<file path="src/rtl/hazard_stall_unit.sv">
// Stall, bubble, flush and freeze control for the 5-stage pipeline, with a data-memory watchdog.
// Optional performance counters are built when HAZARD_PERF_CNT_EN is defined.
module hazard_stall_unit #(
  parameter int unsigned MEM_TIMEOUT = 16,
  parameter int unsigned CNT_W       = 32
) (
  input  logic             clk,
  input  logic             rst,
  input  logic [4:0]       IF_ID_Rs,
  input  logic [4:0]       IF_ID_Rt,
  input  logic             IF_ID_UsesRt,
  input  logic             IF_ID_Branch,
  input  logic             Branch_Taken,
  input  logic [4:0]       ID_EX_Rt,
  input  logic [4:0]       ID_EX_Rd,
  input  logic             ID_EX_MemRead,
  input  logic             ID_EX_RegWrite,
  input  logic [4:0]       EX_MEM_Rd,
  input  logic             EX_MEM_MemRead,
  input  logic             EX_MEM_MemWrite,
  input  logic             dmem_ready,
  output logic             PCWrite,
  output logic             IF_ID_Write,
  output logic             ID_EX_Write,
  output logic             EX_MEM_Write,
  output logic             ID_EX_Bubble,
  output logic             IF_ID_Flush,
  output logic             MEM_WB_Bubble,
  output logic             mem_timeout
`ifdef HAZARD_PERF_CNT_EN
  ,
  output logic [CNT_W-1:0] stall_cycles,
  output logic [CNT_W-1:0] flush_count
`endif
);

  localparam int unsigned CntW = (MEM_TIMEOUT < 1) ? 1 : $clog2(MEM_TIMEOUT + 1);
  localparam logic [CntW-1:0] TimeoutVal = CntW'(MEM_TIMEOUT);

  typedef enum logic [1:0] {StRun, StMwait, StErr} state_e;

  state_e          state_q, state_d;
  logic [CntW-1:0] wait_cnt_q, wait_cnt_d, wait_cnt_inc;

  logic mem_busy;
  logic match_ex_rt, match_ex_rd, match_mem_rd;
  logic hazard;

  assign mem_busy = (EX_MEM_MemRead | EX_MEM_MemWrite) & ~dmem_ready;

  assign match_ex_rt  = (ID_EX_Rt != 5'd0) &
                        ((ID_EX_Rt == IF_ID_Rs) | (IF_ID_UsesRt & (ID_EX_Rt == IF_ID_Rt)));
  assign match_ex_rd  = (ID_EX_Rd != 5'd0) &
                        ((ID_EX_Rd == IF_ID_Rs) | (IF_ID_UsesRt & (ID_EX_Rd == IF_ID_Rt)));
  assign match_mem_rd = (EX_MEM_Rd != 5'd0) &
                        ((EX_MEM_Rd == IF_ID_Rs) | (IF_ID_UsesRt & (EX_MEM_Rd == IF_ID_Rt)));

  // Branches compare in ID, so even ALU results in EX and loads in MEM cannot be forwarded.
  assign hazard = (ID_EX_MemRead & match_ex_rt) |
                  (IF_ID_Branch & ID_EX_RegWrite & match_ex_rd) |
                  (IF_ID_Branch & EX_MEM_MemRead & match_mem_rd);

  always_comb begin
    state_d      = state_q;
    wait_cnt_d   = wait_cnt_q;
    wait_cnt_inc = wait_cnt_q + CntW'(1);
    unique case (state_q)
      StRun, StMwait: begin
        if (mem_busy) begin
          wait_cnt_d = wait_cnt_inc;
          state_d    = (wait_cnt_inc >= TimeoutVal) ? StErr : StMwait;
        end else begin
          wait_cnt_d = '0;
          state_d    = StRun;
        end
      end
      StErr:   state_d = StErr;
      default: state_d = StRun;
    endcase
  end

  always_ff @(posedge clk or posedge rst) begin
    if (rst) begin
      state_q    <= StRun;
      wait_cnt_q <= '0;
    end else begin
      state_q    <= state_d;
      wait_cnt_q <= wait_cnt_d;
    end
  end

  always_comb begin
    PCWrite       = 1'b1;
    IF_ID_Write   = 1'b1;
    ID_EX_Write   = 1'b1;
    EX_MEM_Write  = 1'b1;
    ID_EX_Bubble  = 1'b0;
    IF_ID_Flush   = 1'b0;
    MEM_WB_Bubble = 1'b0;
    mem_timeout   = 1'b0;
    if (!rst) begin
      if (state_q == StErr) begin
        {PCWrite, IF_ID_Write, ID_EX_Write, EX_MEM_Write} = 4'b0000;
        MEM_WB_Bubble = 1'b1;
        mem_timeout   = 1'b1;
      end else if (mem_busy) begin
        {PCWrite, IF_ID_Write, ID_EX_Write, EX_MEM_Write} = 4'b0000;
        MEM_WB_Bubble = 1'b1;
      end else if (hazard) begin
        // Operands are stale, so a taken branch this cycle is not acted on.
        PCWrite      = 1'b0;
        IF_ID_Write  = 1'b0;
        ID_EX_Bubble = 1'b1;
      end else if (Branch_Taken) begin
        IF_ID_Flush = 1'b1;
      end
    end
  end

`ifdef HAZARD_PERF_CNT_EN
  logic [CNT_W-1:0] stall_cnt_q, stall_cnt_d;
  logic [CNT_W-1:0] flush_cnt_q, flush_cnt_d;

  always_comb begin
    stall_cnt_d = PCWrite ? stall_cnt_q : stall_cnt_q + CNT_W'(1);
    flush_cnt_d = IF_ID_Flush ? flush_cnt_q + CNT_W'(1) : flush_cnt_q;
  end

  always_ff @(posedge clk or posedge rst) begin
    if (rst) begin
      stall_cnt_q <= '0;
      flush_cnt_q <= '0;
    end else begin
      stall_cnt_q <= stall_cnt_d;
      flush_cnt_q <= flush_cnt_d;
    end
  end

  assign stall_cycles = stall_cnt_q;
  assign flush_count  = flush_cnt_q;
`endif

endmodule
</file>
<file path="config.mk">
export PLATFORM = sky130hd
export DESIGN_NAME = hazard_stall_unit
export DESIGN_NICKNAME = d
export VERILOG_FILES = /design/src/rtl/hazard_stall_unit.sv
export SDC_FILE = /design/constraint.sdc
export NUM_CORES = 1
export LEC_CHECK = 0
export ABC_AREA = 0
export CORE_MARGIN = 2
export CORE_UTILIZATION = 35
export CTS_BUF_LIST = sky130_fd_sc_hd__clkbuf_4 sky130_fd_sc_hd__clkbuf_8
export DETAILED_ROUTE_END_ITERATION = 12
export PLACE_DENSITY = 0.77
export RECOVER_POWER = 25
export SLEW_MARGIN = 20
export SYNTH_ARGS = -nofsm -noshare
export SYNTH_HDL_FRONTEND = slang
export SYNTH_SLANG_ARGS = --single-unit
</file>
<file path="constraint.sdc">
create_clock -name clk -period 2.1 [get_ports clk]
set_input_delay 0.42 -clock clk [delete_from_list [all_inputs] [get_ports clk]]
set_output_delay 0.42 -clock clk [all_outputs]
set_load 0.01 [all_outputs]
</file>
==> impl_metrics.yaml, run 1 <==
run_status:
  status: "finished, violations left"
  failed_checks: "negative setup slack"
critical_path:
  worst-path-max-fanout: 3
  worstReg2RegStart: "wait_cnt_q[1]$_DFFE_PP0N_"
  crit_path_cell_trace: "buf_6, or4_4, o21a_1, a222oi_1, buf_4, buf_6, nor3_2, buf_2"
  r2r-end: "state_q[1]$_DFF_PP0_"
  rrSetupSlack_ps: 910
  endpoint: "ID_EX_Bubble"
  cp_common_cell: "buf_6"
  required_ps: 1680
  start_kind: "input port"
  slowest_stage: "or4_4"
  startpoint: "ID_EX_Rt[3]"
  cp-end-kind: "primary output"
  ff2ff_path_depth: 5
  crit_type: "input port to primary output"
  cpPeakStageDelay_ps: 510
  critPathArrivalTime_ps: 2000
final_layout:
  post-route-cell-area_um2: 1350
  fin_cells: 183
  n_antenna_cell: 0
  nNetsFinal: 193
  drive_above_1_share_pct: 25.6
  nFillCells: 175
  syn_to_final_growth_pct: 76.7
  fin_util_pct: 67.3
yosys:
  synth_edf_count: 0
  synth.most_common_cell: "xnor2_1"
  async_flop_share_pct: 100
  synthesis.area_um2: 762
  synth_commonest_cells: "xnor2_1, nand2_1, dfrtp_1, o21ai_0"
  yosysUniqueCellTypes: 24
  synth_seq_cells: 7
  synth_area_leaders: "xnor2_1, dfrtp_1, nand2_1"
  syn_inst: 94
  synth_top_cell_by_area: "xnor2_1"
  avgSynthCellArea_um2: 8.11
  synth-main-ff-cell: "dfrtp_1"
  synthesis.nets: 130
  synth-seq-area-share_pct: 23.0
  yosysWarnings: 0
  synth_top_area_share_pct: 35.6
clocking:
  clkTransAtPathRegs_ps: 50
  cts-root-buf: "clkbuf_4"
  clk_latency_ps: 250
  postCtsHoldBufs: 0
  cts_buffers: 3
  cts_tree: "built"
  htree_levels: 1
  cts_num_sinks: 7
  cts_max_path_buffers: 2
place:
  dpl-instance-area_um2: 1320
  place_hpwl_um: 2190
  placed_cells: 176
  port_buffers: 42
  place.gp.congestion: 0.969
timing:
  finClkSkew_ps: 1.46
  setup_slack_ps: -317
  relSlewSlack_pct: 74.0
  min_period_ps: 2420
  finalSetupViolCount: 4
  finalHoldViolations: 0
  rsz0062_at_grt: "yes"
  post-route-period-util_pct: 115
  fmaxAchievable_mhz: 414
  slew_viol_final: 0
  tightest_slew_ps: 391
pwr:
  power_switching_share_pct: 29.4
  p_seq_share_pct: 28.6
  p_switching_mw: 0.148
  internal_power_mw: 0.355
  irDropWorstVdd_v: 0.000243
  pwr-share-clk_pct: 26.9
  comb_power_share_pct: 44.4
  powerDensity_nw_per_um2: 374
  p_leak_nw: 0.590
route:
  avgViaCountPerCell: 4.95
  first_pass_iters: 4
  drcViolationCount: 0
  wl_per_cell_um: 14.2
  postRouteAntennaNets: 0
  drt-total-wl_um: 2610
  num_vias: 905
  drt_iter0_markers: 27
floorplanning:
  ios: 43
  core_region_area_um2: 2000
  die_w_um: 50.7
  dieArea_um2: 2570
  core.rowCount: 16
  die_h_um: 50.7
  start_util_pct: 38.1
global_routing:
  grt_max_degree: 9
  grtUsageTotal_pct: 22.9
  first_global_vias: 949
  grt_pass1_wl_um: 4290
  grt-ovfl-total: 0
  antenna_found_initial: 0
hold_path:
  min_path_type: "flop to flop"
  hp-start: "wait_cnt_q[3]$_DFFE_PP0N_"
flow_run:
  maxCapViolations: 0
-- kinds of logic after synthesis --
kind of cell / share of synthesized area (%)
DFF: 23.0
muxes: 1.48
adders and majority gates: 1.64
AOI/OAI and AO/OA: 13.6
xor gates and xnor gates: 35.6
and+or+nand+nor: 21.2
buffers and inverters: 3.45
-- power groups by stage --
stage	clock (mW)	sequential, mW	combinational (mW)
2_1_floorplan	0	0.145	0.0919
4_1_cts	0.138	0.144	0.221
6_report	0.136	0.144	0.224
3_5_place_dp	0	0.146	0.227
3_3_place_gp	0	0.146	0.221
5_1_grt	0.148	0.145	0.239
-- metal layers --
| metal | share of wire [%] | GRT usage, % | up-vias |
|---|---|---|---|
| met5 | 0 | 0 | - |
| met4 | 1.5 | 8.56 | 0 |
| met3 | 4.4 | 4.76 | 5 |
| met2 | 49 | 39.3 | 28 |
| met1 | 45 | 27.9 | 419 |
| li1 | - | - | 453 |
-- cells in the final DEF, fill, tap and decap left out --
cell type	count
nand4_1	4
a222oi_1	1
or4_4	1
nor3_1	1
or3_1	2
o21a_1	1
mux2_2	1
clkbuf_1	1
clkbuf_4	4
nand3_1	4
clkdlybuf4s15_1	1
nor3_2	1
dlygate4sd2_1	18
o22ai_1	3
nand2_1	14
a31o_4	1
o21ai_0	5
o21bai_1	1
nor2_1	4
buf_4	16
clkdlybuf4s50_1	10
buf_2	6
a31oi_1	1
ha_1	1
o311a_1	2
dfrtp_1	7
xnor2_1	31
and3_4	1
inv_1	2
nand2b_1	2
clkbuf_2	1
buf_6	8
-- worst max-delay path, delay by kind of cell --
kind	cells	cell delay [ps]
and+or+nand+nor	2	540
AOI/OAI and AO/OA	2	510
buffers and inverters	4	520
-- worst min-delay path by stage --
stage                                endpoint  slack, ps  cells past startpoint
detailed placement  wait_cnt_q[3]$_DFFE_PP0N_        490                      1
floorplan                state_q[0]$_DFF_PP0_        230                      1
global placement    wait_cnt_q[3]$_DFFE_PP0N_        470                      1
global route        wait_cnt_q[4]$_DFFE_PP0N_        530                      2
finish              wait_cnt_q[3]$_DFFE_PP0N_        490                      1
CTS                 wait_cnt_q[3]$_DFFE_PP0N_        500                      1
-- flip-flops by register name, summed over array words and instances (netlist names) --
name,cells
wait_cnt_q,5
state_q,2
-- area by class of cell --
cell class                 instances  area, um2  share of cell area, %
inverter                           2       7.51                  0.558
multi-input combinational         82        583                   43.3
timing repair buffer              61        517                   38.4
clock buffer                       4       30.0                   2.23
sequential                         7        175                   13.0
tap                               27       33.8                   2.51
-- metrics by stage --
stage	setup slack (ps)	power, mW	setup TNS (ps)	hold slack [ps]
after floorplan	-161	0.237	-251	231
after global placement	-1020	0.367	-4450	475
after detailed placement	-1040	0.374	-4540	490
after CTS	-305	0.503	-1180	497
after global routing	-385	0.532	-1450	530
final	-317	0.503	-1210	493
-- what timing repair did --
action                     4_1_cts  5_1_grt
pin swaps                       13        4
setup endpoints to repair        7        4
gates resized for setup         79        2
setup buffers                    4        0
Power figures use the tool's default switching activity.
==> run 2: changes to the inputs <==
--- a/config.mk
+++ b/config.mk
@@ -6,7 +6,6 @@
 export NUM_CORES = 1
 export LEC_CHECK = 0
 export ABC_AREA = 0
-export CORE_MARGIN = 2
 export CORE_UTILIZATION = 35
 export CTS_BUF_LIST = sky130_fd_sc_hd__clkbuf_4 sky130_fd_sc_hd__clkbuf_8
 export DETAILED_ROUTE_END_ITERATION = 12
==> impl_metrics.yaml, run 2 (same netlist as run 1, synthesis figures left out) <==
run_status:
  status: "finished, violations left"
  failed_checks: "negative setup slack"
route:
  drt-total-wl_um: 2420
  num_vias: 882
  wl_per_cell_um: 13.2
  avgViaCountPerCell: 4.82
  first_pass_iters: 4
  drt_iter0_markers: 16
  postRouteAntennaNets: 0
  drcViolationCount: 0
final_layout:
  nFillCells: 169
  post-route-cell-area_um2: 1350
  nNetsFinal: 193
  drive_above_1_share_pct: 24.4
  most-common-layout-cells: "xnor2_1, buf_4, dlygate4sd2_1, nand2_1, clkdlybuf4s50_1"
  reg.largest.list: "wait_cnt_q: 5 flops, state_q: 2 flops"
  regMostFlops: "wait_cnt_q"
  mostFrequentLayoutCell: "xnor2_1"
  syn_to_final_growth_pct: 77.2
  largest_reg_flops: 5
  n_antenna_cell: 0
critical_path:
  crit_type: "input port to primary output"
  ff2ff_path_depth: 4
  r2r-end: "wait_cnt_q[3]$_DFFE_PP0N_"
  cp-end-kind: "primary output"
  start_kind: "input port"
  worst-path-max-fanout: 3
  required_ps: 1680
  worstReg2RegStart: "state_q[1]$_DFF_PP0_"
  critPathTopFamily: "simple AND/OR/NAND/NOR gates"
  critPathBufInv: 3
  rrSetupSlack_ps: 970
  cp_common_cell: "buf_6"
  slowest_stage: "or4_1"
  crit_cells: 7
  crit_path_cell_trace: "buf_6, or4_1, o21a_1, a222oi_1, buf_4, and3_4, buf_6"
  cpPeakStageDelay_ps: 530
  critPathArrivalTime_ps: 2020
timing:
  post-route-period-util_pct: 116
  finalSetupViolCount: 4
  finalHoldViolations: 0
  tightest_slew_ps: 379
  rsz0062_at_grt: "yes"
  relSlewSlack_pct: 74.7
  tns_ps: -1260
  setup_slack_ps: -342
  fmaxAchievable_mhz: 410
  finClkSkew_ps: 1.81
  min_period_ps: 2440
  slew_viol_final: 0
floorplanning:
  die_h_um: 48.7
  start_util_pct: 38.1
  core.rowCount: 16
  dieArea_um2: 2370
  die_w_um: 48.7
  ios: 43
  core_region_area_um2: 2000
global_routing:
  first_global_vias: 883
  grtUsageTotal_pct: 22.5
  grt-ovfl-total: 0
  grt_max_degree: 9
  grt_pass1_wl_um: 4070
  antenna_found_initial: 0
hold_path:
  min_to: "wait_cnt_q[4]$_DFFE_PP0N_"
  whs_path_depth: 2
  min_path_type: "flop to flop"
  hp-start: "wait_cnt_q[4]$_DFFE_PP0N_"
pwr:
  p_switching_mw: 0.143
  internal_power_mw: 0.355
  power_switching_share_pct: 28.7
  powerDensity_nw_per_um2: 369
  total_power_mw: 0.499
  p_seq_share_pct: 28.8
  pwr-share-clk_pct: 27.0
  irDropWorstVdd_v: 0.000235
  comb_power_share_pct: 44.2
  p_leak_nw: 0.611
clocking:
  cts_buffers: 3
  cts_num_sinks: 7
  cts_max_path_buffers: 2
  clkTransAtPathRegs_ps: 50
  postCtsHoldBufs: 0
  cts_tree: "built"
  cts-root-buf: "clkbuf_4"
  htree_levels: 1
  clk_latency_ps: 250
flow_run:
  maxCapViolations: 0
place:
  pre_cts_slack_ps: -1040
  port_buffers: 42
  place.gp.congestion: 0.899
  dpl-instance-area_um2: 1330
  place_hpwl_um: 2080
run 2: cell count changes in the layout (fill, tap and decap cells not counted), sizes merged:
| cell | previous run | this run |
|---|---|---|
| dlymetal6s2s | 0 | 3 |
| dlygate4sd2 | 18 | 15 |
| clkdlybuf4s15 | 1 | 2 |
| clkbuf | 6 | 5 |
run 2: repair_timing:
action	CTS	global route
buffers inserted	1	1
pin swaps	10	5
gates resized for setup	71	7
setup endpoints to repair	7	5
run 2: tightest hold or removal path, cell delays in order (launching register included):
cell and delay [ps]:
dfrtp_1 360, nand2_1 60, nand2_1 60
run 2: worst max-delay path by stage:
stage           startpoint           to  slack, ps
2_1_floorplan  ID_EX_Rt[1]      PCWrite       -160
3_3_place_gp   ID_EX_Rt[1]      PCWrite      -1010
3_5_place_dp   ID_EX_Rt[1]  IF_ID_Write      -1040
4_1_cts        ID_EX_Rt[4]  IF_ID_Flush       -300
5_1_grt        ID_EX_Rt[1]  IF_ID_Flush       -360
6_report       ID_EX_Rt[3]  IF_ID_Flush       -340
run 2: final cells by class:
type,instances,area (um2),share of cell area [%]
clock buffers,4,30.0,2.22
well taps,27,33.8,2.50
flip-flops and latches,7,175,13.0
repair buffers,61,526,38.9
multi-input cells,82,578,42.8
inverters,2,7.51,0.556
run 2: routing by layer:
metal	vias up	wire [um]	global-route usage [%]
met1	395	1080	28.6
met4	0	0	5.88
met2	33	1230	38.9
met5	-	0	0
met3	0	116	4.09
li1	454	-	-
run 2: power groups by stage:
stage / Clock [mW] / Combinational, mW / Sequential, mW
after global placement: 0 / 0.222 / 0.146
after floorplan: 0 / 0.0919 / 0.145
after global routing: 0.148 / 0.238 / 0.144
after detailed placement: 0 / 0.228 / 0.146
after CTS: 0.138 / 0.215 / 0.144
final: 0.135 / 0.220 / 0.144
run 2: stage by stage:
| stage | hold slack [ps] | util, % | std cells |
|---|---|---|---|
| after CTS | 509 | 65.8 | 182 |
| after global routing | 539 | 67.4 | 183 |
| final | 509 | 67.4 | 183 |
| after detailed placement | 502 | 66.2 | 177 |
| after global placement | 470 | 66.2 | 177 |
| after floorplan | 231 | - | 94 |
==> run 3: changes to the inputs <==
--- a/config.mk
+++ b/config.mk
@@ -5,7 +5,6 @@
 export SDC_FILE = /design/constraint.sdc
 export NUM_CORES = 1
 export LEC_CHECK = 0
-export ABC_AREA = 0
 export CORE_UTILIZATION = 35
 export CTS_BUF_LIST = sky130_fd_sc_hd__clkbuf_4 sky130_fd_sc_hd__clkbuf_8
 export DETAILED_ROUTE_END_ITERATION = 12
==> results of run 3 <==
The final DEF is identical to that of run 2; final timing and power are the same.
